## src/rtl/req_encoder_8_3_pkg.sv

```systemverilog
// Shared widths, state encoding and default priority direction for the
// registered request encoder and its helper blocks.
package enc_pkg;

   localparam int REQ_W  = 8;
   localparam int CODE_W = 3;

   // 1 = index 7 wins, 0 = index 0 wins
   localparam bit HIGH_FIRST_DEF = 1'b1;

   // The state is exactly the V flag: IDLE means nothing is presented
   typedef enum logic {
      ST_IDLE    = 1'b0,
      ST_PRESENT = 1'b1
   } state_t;

endpackage

```

## src/rtl/req_encoder_8_3_if.sv

```systemverilog
// Request/ack bundle between the request sources, the encoder and the
// consumer. The master side drives requests, mask and ack; the slave side
// (the encoder) returns the presented code, valid flag and pending bits.
interface req_encoder_8_3_if;
   import enc_pkg::*;

   logic [REQ_W-1:0]  D;    // request lines
   logic [REQ_W-1:0]  M;    // capture mask
   logic              ack;  // consumer accepts Y
   logic [CODE_W-1:0] Y;    // presented code
   logic              V;    // Y is valid
   logic [REQ_W-1:0]  P;    // pending-request register

   modport master (
      output D, M, ack,
      input  Y, V, P
   );

   modport slave (
      input  D, M, ack,
      output Y, V, P
   );

endinterface

```

## src/rtl/req_encoder_8_3_dec.sv

```systemverilog
// Combinational 3-to-8 one-hot decoder, used to find the bit that an
// acknowledged code retires.
module decoder_3_8
   import enc_pkg::*;
(
   input  logic [CODE_W-1:0] i_code,
   output logic [REQ_W-1:0]  o_onehot
);

   // Raise exactly the bit selected by the code
   always_comb begin
      o_onehot         = '0;
      o_onehot[i_code] = 1'b1;
   end

endmodule

```

## src/rtl/req_encoder_8_3_prio.sv

```systemverilog
// Combinational 8-to-3 priority encoder. o_any flags a non-zero input;
// o_code is 0 when nothing is set.
module priority_encoder_8_3
   import enc_pkg::*;
#(
   parameter bit HIGH_FIRST = HIGH_FIRST_DEF
)
(
   input  logic [REQ_W-1:0]  i_req,
   output logic [CODE_W-1:0] o_code,
   output logic              o_any
);

   // Scan in ascending priority order so the last hit is the winner
   always_comb begin
      // NOTE: every output gets a default first so no path leaves it unassigned (no latch).
      o_code = '0;
      o_any  = |i_req;
      if (HIGH_FIRST) begin
         for (int i = 0; i < REQ_W; i++) begin
            if (i_req[i]) o_code = CODE_W'(i);
         end
      end else begin
         for (int i = REQ_W - 1; i >= 0; i--) begin
            if (i_req[i]) o_code = CODE_W'(i);
         end
      end
   end

endmodule

```

## src/rtl/req_encoder_8_3.sv

```systemverilog
// Registered 8-to-3 request encoder. Requests are captured into a sticky
// pending register; the highest-priority pending one is presented on Y with
// V and held until acked, at which point only that bit is retired and the
// next pending request (if any) is presented on the following cycle.
module req_encoder_8_3
   import enc_pkg::*;
#(
   parameter bit HIGH_FIRST = HIGH_FIRST_DEF
)
(
   input logic              clk,
   input logic              rst,
   req_encoder_8_3_if.slave if_req
);

   state_t              r_state;
   logic [CODE_W-1:0]   r_code;
   logic [REQ_W-1:0]    r_pend;

   state_t              w_state_nxt;
   logic [CODE_W-1:0]   w_code_nxt;
   logic [REQ_W-1:0]    w_pend_nxt;

   logic [REQ_W-1:0]    w_capture;
   logic [REQ_W-1:0]    w_req;
   logic [REQ_W-1:0]    w_retire;
   logic [REQ_W-1:0]    w_after_ack;
   logic [CODE_W-1:0]   w_req_code;
   logic                w_req_any;
   logic [CODE_W-1:0]   w_ack_code;
   logic                w_ack_any;

   // New requests allowed through the mask; the mask never clears pending bits
   assign w_capture   = if_req.D & if_req.M;
   assign w_req       = r_pend | w_capture;
   // Retire the presented bit, but a same-cycle re-assertion sets it again
   assign w_after_ack = (r_pend & ~w_retire) | w_capture;

   priority_encoder_8_3 #(.HIGH_FIRST(HIGH_FIRST)) u_enc_req (
      .i_req  (w_req),
      .o_code (w_req_code),
      .o_any  (w_req_any)
   );

   priority_encoder_8_3 #(.HIGH_FIRST(HIGH_FIRST)) u_enc_ack (
      .i_req  (w_after_ack),
      .o_code (w_ack_code),
      .o_any  (w_ack_any)
   );

   decoder_3_8 u_dec (
      .i_code   (r_code),
      .o_onehot (w_retire)
   );

   // Next-state logic: load on first request, hold while presenting, advance on ack
   always_comb begin
      w_state_nxt = r_state;
      w_code_nxt  = r_code;
      w_pend_nxt  = w_req;
      unique case (r_state)
         ST_IDLE: begin
            // ack has no effect here
            if (w_req_any) begin
               w_code_nxt  = w_req_code;
               w_state_nxt = ST_PRESENT;
            end else begin
               w_code_nxt  = '0;
            end
         end
         ST_PRESENT: begin
            // Without ack the code is held even if a higher request arrives
            if (if_req.ack) begin
               if (w_ack_any) begin
                  w_pend_nxt = w_after_ack;
                  w_code_nxt = w_ack_code;
               end else begin
                  w_pend_nxt  = '0;
                  w_code_nxt  = '0;
                  w_state_nxt = ST_IDLE;
               end
            end
         end
         default: begin
            w_pend_nxt  = '0;
            w_code_nxt  = '0;
            w_state_nxt = ST_IDLE;
         end
      endcase
   end

   // State, code and pending registers; reset discards everything in flight
   always_ff @(posedge clk) begin
      // NOTE: sequential state uses non-blocking assignments so all registers update together.
      if (rst) begin
         r_state <= ST_IDLE;
         r_code  <= '0;
         r_pend  <= '0;
      end else begin
         r_state <= w_state_nxt;
         r_code  <= w_code_nxt;
         r_pend  <= w_pend_nxt;
      end
   end

   assign if_req.Y = r_code;
   assign if_req.V = (r_state == ST_PRESENT);
   assign if_req.P = r_pend;

endmodule

```

## src/flat_wrapper.sv

```systemverilog
// flat-port wrapper written by rule: the top's interface ports become plain ports
module req_encoder_8_3_flat import enc_pkg::*;
#(
   parameter bit HIGH_FIRST = HIGH_FIRST_DEF
)
  (clk, rst, if_req_D, if_req_M, if_req_ack, if_req_Y, if_req_V, if_req_P);
  req_encoder_8_3_if if_req_i ();
  input logic clk;
  input logic rst;
  input wire logic [$bits(if_req_i.D)-1:0] if_req_D;
  input wire logic [$bits(if_req_i.M)-1:0] if_req_M;
  input wire logic [$bits(if_req_i.ack)-1:0] if_req_ack;
  output wire logic [$bits(if_req_i.Y)-1:0] if_req_Y;
  output wire logic [$bits(if_req_i.V)-1:0] if_req_V;
  output wire logic [$bits(if_req_i.P)-1:0] if_req_P;
  assign if_req_i.D = if_req_D;
  assign if_req_i.M = if_req_M;
  assign if_req_i.ack = if_req_ack;
  assign if_req_Y = if_req_i.Y;
  assign if_req_V = if_req_i.V;
  assign if_req_P = if_req_i.P;
  req_encoder_8_3 #(.HIGH_FIRST(HIGH_FIRST)) u_core (.clk(clk), .rst(rst), .if_req(if_req_i));
endmodule
```

## config.mk

```make
export PLATFORM = sky130hd
export DESIGN_NAME = req_encoder_8_3_flat
export DESIGN_NICKNAME = d
export VERILOG_FILES = /design/src/rtl/req_encoder_8_3_pkg.sv /design/src/rtl/req_encoder_8_3_if.sv /design/src/rtl/req_encoder_8_3_dec.sv /design/src/rtl/req_encoder_8_3_prio.sv /design/src/rtl/req_encoder_8_3.sv /design/src/flat_wrapper.sv
export SDC_FILE = /design/constraint.sdc
export NUM_CORES = 1
export LEC_CHECK = 0
export CAP_MARGIN = 20
export CELL_PAD_IN_SITES_DETAIL_PLACEMENT = 1
export CELL_PAD_IN_SITES_GLOBAL_PLACEMENT = 1
export CORE_MARGIN = 2
export CORE_UTILIZATION = 29
export CTS_CLUSTER_DIAMETER = 150
export DETAILED_ROUTE_END_ITERATION = 8
export PLACE_DENSITY_LB_ADDON = 0.1
export SLEW_MARGIN = 10
export SYNTH_ARGS = -nofsm -noshare
export SYNTH_HDL_FRONTEND = slang
export SYNTH_SLANG_ARGS = --single-unit
```

## constraint.sdc

```tcl
create_clock -name clk -period 1.7 [get_ports clk]
set_input_delay 0.255 -clock clk [delete_from_list [all_inputs] [get_ports clk]]
set_output_delay 0.255 -clock clk [all_outputs]
set_load 0.02 [all_outputs]
```

Word-level counts from Yosys, hierarchy flattened
Cells that the tools add are included.
- bitwise operators: 6
- equality and inequality tests: 1
- muxes and demuxes: 27
- reductions and logical operators: 3
- $lt $le $gt $ge: 2
- operators with widths (kind ; count):
    2-to-1 mux 3 bit ; 15
    2-to-1 mux 8 bit ; 3
    AND 8 bit ; 2
    OR 8 bit ; 2
    OR reduction 8 bit ; 2
    NOT 8 bit ; 1
    2-to-1 mux 1 bit ; 6
    one-hot mux 3 bit (2 select lines) ; 1
    < comparator 3 x 4 -> 1 bit, second input constant ; 1
    demux 1 bit (select 3 bit) ; 1
    greater-or-equal comparator 3 x 1 -> 1 bit, second input constant ; 1
    != test 2 bit, second input constant ; 1
    one-hot mux 1 bit (2 select lines) ; 1
    logical AND 1 bit ; 1
    NOT 1 bit ; 1
- logic and storage cells: 42
- register bits: 12
- input bits: 19

Longest topological paths before layout
Gate-level depths: netlist (run 1).
- depth in word-level cells: 17
- mapped depth: 7
- gate-level depth less buffers: 6

Cells and area by module
A second synthesis (run 1) with hierarchy kept.
- cell total of the unflattened synthesis: 121
- area total of the unflattened synthesis: 888.4 sq um
- modules (own cells, without submodules) (module ; instances ; sequential area each (sq um) ; cells each ; area an instance (sq um)):
    req_encoder_8_3 ; 1 ; 240.2 ; 89 ; 690.7
    priority_encoder_8_3 ; 2 ; 0.0 ; 12 ; 66.3
    decoder_3_8 ; 1 ; 0.0 ; 8 ; 65.1

Least setup slack after synthesis (run 1)
Ideal clock, no wire load.
- kind: register to register
- start: register u_core.r_code[0] (netlist: u_core.if_req.Y[0])
- end: register u_core.r_code[0] (netlist: u_core.if_req.Y[0])
- cell stages (with the launch flop): 7
- path slack: 0.043 ns
- required time: 1.585 ns
- library setup time: 0.115 ns
- arrival time: 1.543 ns
- cells stage by stage: dfxtp_1 -> or3b_1 -> a21oi_1 -> o211ai_1 -> o41ai_2 -> a31oi_1 -> o21a_1
- word-level cells in the longest chain between the ends: 17
- ends and longest elaborated chain (what ; RTL line ; source):
    from (decl) ; req_encoder_8_3.sv:17 ; logic [CODE_W-1:0] r_code;
    from (signal assigned) ; req_encoder_8_3.sv:101 ; r_code <= w_code_nxt;
    < comparator 3 x 4 -> 1 bit (not written as such) or greater-or-equal comparator 3 x 1 -> 1 bit (tied branches) ; req_encoder_8_3_dec.sv:13 ; o_onehot[i_code] = 1'b1;
    logical AND 1 bit (not written as such) ; req_encoder_8_3_dec.sv:13 ;
    2-to-1 mux 1 bit (not written as such) ; req_encoder_8_3_dec.sv:13 ;
    demux 1 bit (select 3 bit) * ; req_encoder_8_3_dec.sv:13 ;
    NOT 8 bit * ; req_encoder_8_3.sv:37 ; assign w_after_ack = (r_pend & ~w_retire) | w_capture;
    AND 8 bit * ; req_encoder_8_3.sv:37 ;
    OR 8 bit * ; req_encoder_8_3.sv:37 ;
    2-to-1 mux 1 bit ; req_encoder_8_3_prio.sv:21 ; if (i_req[i]) o_code = CODE_W'(i);
    2-to-1 mux 3 bit (6 in a row) ; req_encoder_8_3_prio.sv:21 ;
    2-to-1 mux 3 bit * ; req_encoder_8_3.sv:74 ; if (w_ack_any) begin
    2-to-1 mux 3 bit * ; req_encoder_8_3.sv:73 ; if (if_req.ack) begin
    one-hot mux 3 bit (2 select lines) * ; req_encoder_8_3.sv:61 ; unique case (r_state)
Mark *: on every way between the ends. The rest lies on a longest branch, timed or not. The select of a mux whose other input is x is not followed.
A chain may end at the register's enable or synchronous reset.

Final worst setup path (run 1)
- start: input if_req_D[4]
- end: register u_core.r_code[0] (netlist: u_core.if_req.Y[0])
- word-level cells in the longest chain between the ends: 9
- ends and longest elaborated chain (what ; RTL line ; source):
    from (decl) ; flat_wrapper.sv:10 ; input wire logic [$bits(if_req_i.D)-1:0] if_req_D;
    AND 8 bit * ; req_encoder_8_3.sv:34 ; assign w_capture = if_req.D & if_req.M;
    OR 8 bit ; req_encoder_8_3.sv:37 ;
    2-to-1 mux 3 bit (4 in a row) ; req_encoder_8_3_prio.sv:21 ;
    2-to-1 mux 3 bit ; req_encoder_8_3.sv:74 ;
    2-to-1 mux 3 bit ; req_encoder_8_3.sv:73 ;
    one-hot mux 3 bit (2 select lines) * ; req_encoder_8_3.sv:61 ;
Marks and branches as above.

==> results of run 1 <==
==> worst max path at each step <==
stage / startpoint / endpoint / slack, ps / cells after the start
6_report: if_req_D[4] / u_core.if_req.Y[0] / -50 / 8
5_1_grt: u_core.if_req.Y[1] / u_core.if_req.Y[1] / -120 / 7
4_1_cts: u_core.if_req.Y[0] / u_core.if_req.Y[0] / -30 / 7
3_5_place_dp: if_req_D[6] / u_core.if_req.Y[0] / -340 / 7
3_3_place_gp: if_req_D[6] / u_core.if_req.Y[0] / -220 / 7
2_1_floorplan: u_core.if_req.Y[0] / u_core.if_req.Y[0] / 40 / 6
==> sequential cells by signal, indices dropped and copies added, names as in the netlist <==
register and cells:
u_core.if_req.Y 3, u_core.if_req.V 1, u_core.if_req.P 8
==> routing by layer <==
metal,global-route usage,share of wire,vias to the layer above
met5,0,0,-
met4,0.05102,0.019,0
met3,0.05069,0.054,10
met2,0.3782,0.52,41
met1,0.2465,0.41,542
li1,-,-,518
==> layout by cell type (no fill, tap or decap), types with 3 or more instances in the layout <==
| master | netlist | routed |
|---|---|---|
| dfxtp_1 | 12 | 8 |
| nand2_1 | 15 | 13 |
| buf_4 | 0 | 26 |
| a21oi_2 | 1 | 5 |
| nor2_1 | 5 | 5 |
| clkdlybuf4s50_1 | 0 | 27 |
| nand2_2 | 1 | 3 |
| clkbuf_4 | 0 | 4 |
| dfxtp_4 | 0 | 3 |
| a21oi_1 | 18 | 14 |
| nand3_1 | 5 | 5 |
| o21ai_0 | 11 | 9 |
==> cells by family after synthesis <==
kind of cell	count (synthesis)	share of synthesized area
compound gates	49	0.3899
simple gates	41	0.2563
flops	12	0.3019
buf+inv	5	0.05187
==> critical path, cell delays in order <==
cell,delay [ps]
clkdlybuf4s50_1,470
a21o_1,230
nor2_1,120
nand3_1,150
o31ai_2,290
buf_4,170
a21oi_1,60
o21a_1,200
==> cell type report <==
class,count,area share
clock buffer,4,0.02483
sequential,12,0.1729
multi-input combinational,90,0.4007
inverter,1,0.002568
timing repair buffer,60,0.3733
tap,30,0.02568
==> per-stage QoR <==
stage               std cells  TNS (ps)    util  setup slack (ps)  power (mW)
global route              197    -390.2  0.5742            -119.3       1.096
detailed placement        183    -917.4  0.4897            -344.3      0.7029
finish                    197    -158.6  0.5742            -53.03       1.049
global placement          183    -655.1  0.4897            -217.0      0.6944
CTS                       191    -25.37  0.5256            -25.37      0.9772
floorplan                 107         0       -             42.75      0.5180
==> power by group <==
group	total, mW	leakage, nW	internal (mW)	switching [mW]
registers	0.347	0.102	0.307	0.0404
clock network	0.244	0.0210	0.130	0.114
logic	0.457	0.488	0.244	0.214
==> timing repair <==
action                                  4_1_cts  5_1_grt
setup buffers                                 4        6
hold buffers                                  0        0
pin swaps                                     1        4
resized for setup                             9       23
endpoints found under the setup margin        8        4
==> metrics.cfg, run 1 <==
[yosys]
synthArstFlopShare=0
synth_cells=107
synth_nets=126
ys_warn_count=0
synth_edf_count=0
ys_seq_elements=12
syn_area_per_cell_um2=7.437
synth.top_cell.area_share=0.3019
synth_area_leaders=dfxtp_1 30%, a21oi_1 11%, nand2_1 7.1%, o21ai_0 6.9%, buf_6 4.2%
yosysSeqAreaShare=0.3019
netlist_area_um2=795.8
yosys.cell_types.count=33
ys_top_cells_by_count=18 x a21oi_1, 15 x nand2_1, 12 x dfxtp_1
yosys.area.top_type=dfxtp_1
ys.flop_type=dfxtp_1
yosysMostFrequentCell=a21oi_1

[timing]
finalSetupViolCount=4
fmax_mhz=570.4
finalCriticalPeriod_ps=1753
post-route-period-util=1.031
setup_slack_ps=-53.03
rsz0062_at_grt=yes
hold_violations=0
slew_viol_final=0
finClkSkew_ps=3.607
tightest_slew_ps=431.1
max_slew_margin=0.7114
hold_ws_ps=536.0

[setup_path]
cp.arrival_ps=1940
rr_startpoint=u_core.if_req.Y[1]
worst_r2r_endpoint=u_core.if_req.Y[1]
ff2ff_setup_slack_ps=-50
critPathMaxFanout=3
end_kind=flip-flop
crit_required_ps=1880
start_kind=primary input
worstSetupPathType=in -> reg
r2r_cells=7

[global_routing]
grt_pass1_vias=1089
antenna_found_initial=0
grt_pass1_wl_um=5175
grt_max_degree=12
overflow=0
gr-usage-all-layers=0.2093

[cells_and_area]
n_fill_cell=313
areaGrowthSynthToFinish_pct=83.65
design_area_um2=1461
layout.area.seq_um2=252.7
drive_gt1_frac=0.3353
diodes=0
final_nets=187
multi_input_area_um2=585.6

[clock_tree]
cts_buffer_depth=2
cts-buffers-inserted=3
cts_tree=done
cts.sinks=12
h-tree-depth=1
root_buffer=clkbuf_4
clk_pin_slew_worst_paths_ps=90
clock_latency_ps=280

[route]
ant_nets=0
drt-pass1-iter-count=6
wirelength_um=3562
num_vias=1111
drc_errors=0
drt_iter0_drc=28
via_per_inst=5.640
routedWlPerCell_um=18.08

[floorplan]
dieArea_um2=3179
num_rows=18
die_h_um=56.39
core_um2=2545
die_width_um=56.39
pin_count=31
start_util=0.3127

[power_and_ir_drop]
p_leak_nw=0.6103
p_per_area_nw_per_um2=717.7
ir_drop_v=0.0004970

[min_path]
hold_class=reg -> reg
hold_depth=2
hold_end=u_core.if_req.P[7]
min_from=u_core.if_req.P[7]

[place]
io_buffers=30
placed_area_um2=1246
post-dp-hpwl_um=2227
gp_routability_congestion=0.8181

[job]
cap_violations=0

[outcome]
status=complete, but fails checks
violations=negative setup slack

(Power assumes the default switching activity.)
==> run 2: changes to the inputs <==
PLACE_DENSITY = 0.73   (was not set)
PLACE_DENSITY_LB_ADDON = not set   (was 0.1)
==> run 2 against run 1 <==
Effect of this change:
- the flow still finishes with violations (negative setup slack)
- fmax grew 2.3%
- setup slack improved by 40 ps
- utilization fell by 6.4 points
- register-to-register slack gained 40 ps
- wire length decreased by 16%
- sequential power rose by 3%
- clock-buffer cell count is the same
- critical path type unchanged
- highest routed layer unchanged
==> metrics.cfg, run 2 (same netlist as run 1, synthesis figures left out) <==
[place]
io_buffers=30
placed_area_um2=1224
post-dp-hpwl_um=2251
gp_routability_congestion=0.8380

[power_and_ir_drop]
p_per_area_nw_per_um2=742.5
p_clk_frac=0.264
switching_share=0.3496
p_seq_frac=0.370
ir_drop_v=0.0004381
p_leak_nw=0.5116
power_mw=0.9634
intPower_mw=0.6265
pwr-share-comb=0.366
power_switching_mw=0.3368

[global_routing]
antenna_found_initial=0
grt_pass1_vias=1001
grt_max_degree=13
grt_pass1_wl_um=4816
overflow=0
gr-usage-all-layers=0.1948

[clock_tree]
cts-buffers-inserted=3
clock_latency_ps=300
cts_buffer_depth=2
cts.sinks=12
cts_tree=done
clk_pin_slew_worst_paths_ps=90
h-tree-depth=1
hold_buffers=0
postCtsSetupRepairBufs=0
root_buffer=clkbuf_4

[cells_and_area]
largest_reg_flops=8
design_area_um2=1297
fin_util=0.5098
layout_common_cells=30 x clkdlybuf4s50_1, 17 x a21oi_1, 17 x buf_4, 14 x nand2_1, 11 x o21ai_0
final_common_cell=clkdlybuf4s50_1
diodes=0
final_nets=174
areaGrowthSynthToFinish_pct=63.05
drive_gt1_frac=0.2273

[timing]
hold_ws_ps=530.0
finClkSkew_ps=6.504
tns_ps=-13.37
max_slew_margin=0.7766
fmax_mhz=583.6
setup_slack_ps=-13.37
finalCriticalPeriod_ps=1713
rsz0062_at_grt=yes
tightest_slew_ps=333.7
post-route-period-util=1.008
finalSetupViolCount=1
hold_violations=0
slew_viol_final=0

[floorplan]
die_h_um=56.39
core_um2=2545
pin_count=31
die_width_um=56.39
start_util=0.3127
dieArea_um2=3179
num_rows=18

[route]
num_vias=1027
drt-pass1-iter-count=4
via_per_inst=5.582
ant_nets=0
routedWlPerCell_um=16.28
wirelength_um=2995
drc_errors=0
drt_iter0_drc=25

[setup_path]
worstSetupPathType=in -> reg
cp.arrival_ps=1910
end_kind=flip-flop
start_kind=primary input
critPathMaxFanout=3
crit_required_ps=1900

[outcome]
status=complete, but fails checks
violations=negative setup slack

[min_path]
hold_class=reg -> reg

[job]
cap_violations=0

[run 2: cell types whose count changed in the layout (fill, tap and decap cells not counted), moves of 2 or more]
cell,before,now
a21boi_1,0,2
a21oi_1,14,17
a21oi_2,5,2
a21boi_2,2,0
o21ai_0,9,11
dlygate4sd2_1,2,0
clkdlybuf4s50_1,27,30
o21ai_1,2,0
buf_6,2,0
buf_4,26,17
[run 2: critical path, stage by stage]
cell	delay, ps
clkdlybuf4s50_1	440
a22o_1	210
a21oi_1	190
nand2_1	160
o41ai_4	400
a31oi_1	80
o21a_1	180
[run 2: power by group through the flow]
| stage | sequential [mW] | clock, mW | combinational (mW) |
|---|---|---|---|
| floorplan | 0.363 | 0 | 0.155 |
| global placement | 0.357 | 0 | 0.329 |
| detailed placement | 0.358 | 0 | 0.336 |
| CTS | 0.356 | 0.246 | 0.351 |
| global route | 0.361 | 0.265 | 0.381 |
| finish | 0.356 | 0.254 | 0.353 |
[run 2: path summary, 6_finish.rpt]
kind / from / endpoint / slack (ps) / depth (start not counted)
hold reg to reg: u_core.if_req.P[7] / u_core.if_req.P[7] / 530 / 2
setup reg to reg: u_core.if_req.Y[0] / u_core.if_req.Y[0] / -10 / 7
hold / removal: u_core.if_req.P[7] / u_core.if_req.P[7] / 530 / 2
setup / recovery: if_req_D[6] / u_core.if_req.Y[0] / -10 / 7
[run 2: what timing repair did]
| item | in CTS | in global routing |
|---|---|---|
| endpoints found under the setup margin | 8 | 3 |
| resized for setup | 11 | 1 |
| pin swaps | 1 | 0 |
[run 2: per-layer routing]
metal  vias up  global-route usage  part of all wire
li1        492                   -                 -
met1       491              0.2573              0.46
met2        38              0.3294              0.49
met3         6             0.02765             0.041
met4         0             0.05442             0.014
met5         -                   0                 0
[run 2: metrics by stage]
step	setup WS [ps]	instances
2_1_floorplan	42.75	107
3_3_place_gp	-215.4	180
3_5_place_dp	-310.6	180
4_1_cts	-23.07	184
5_1_grt	-87.86	184
6_report	-13.37	184
[run 2: cell type report]
type	instances	area, um^2
inverters	1	3.754
well taps	30	37.54
clock buffers	4	36.28
flip-flops and latches	12	252.7
fillers	333	1247
multi-input cells	90	539.3
repair buffers	47	427.9
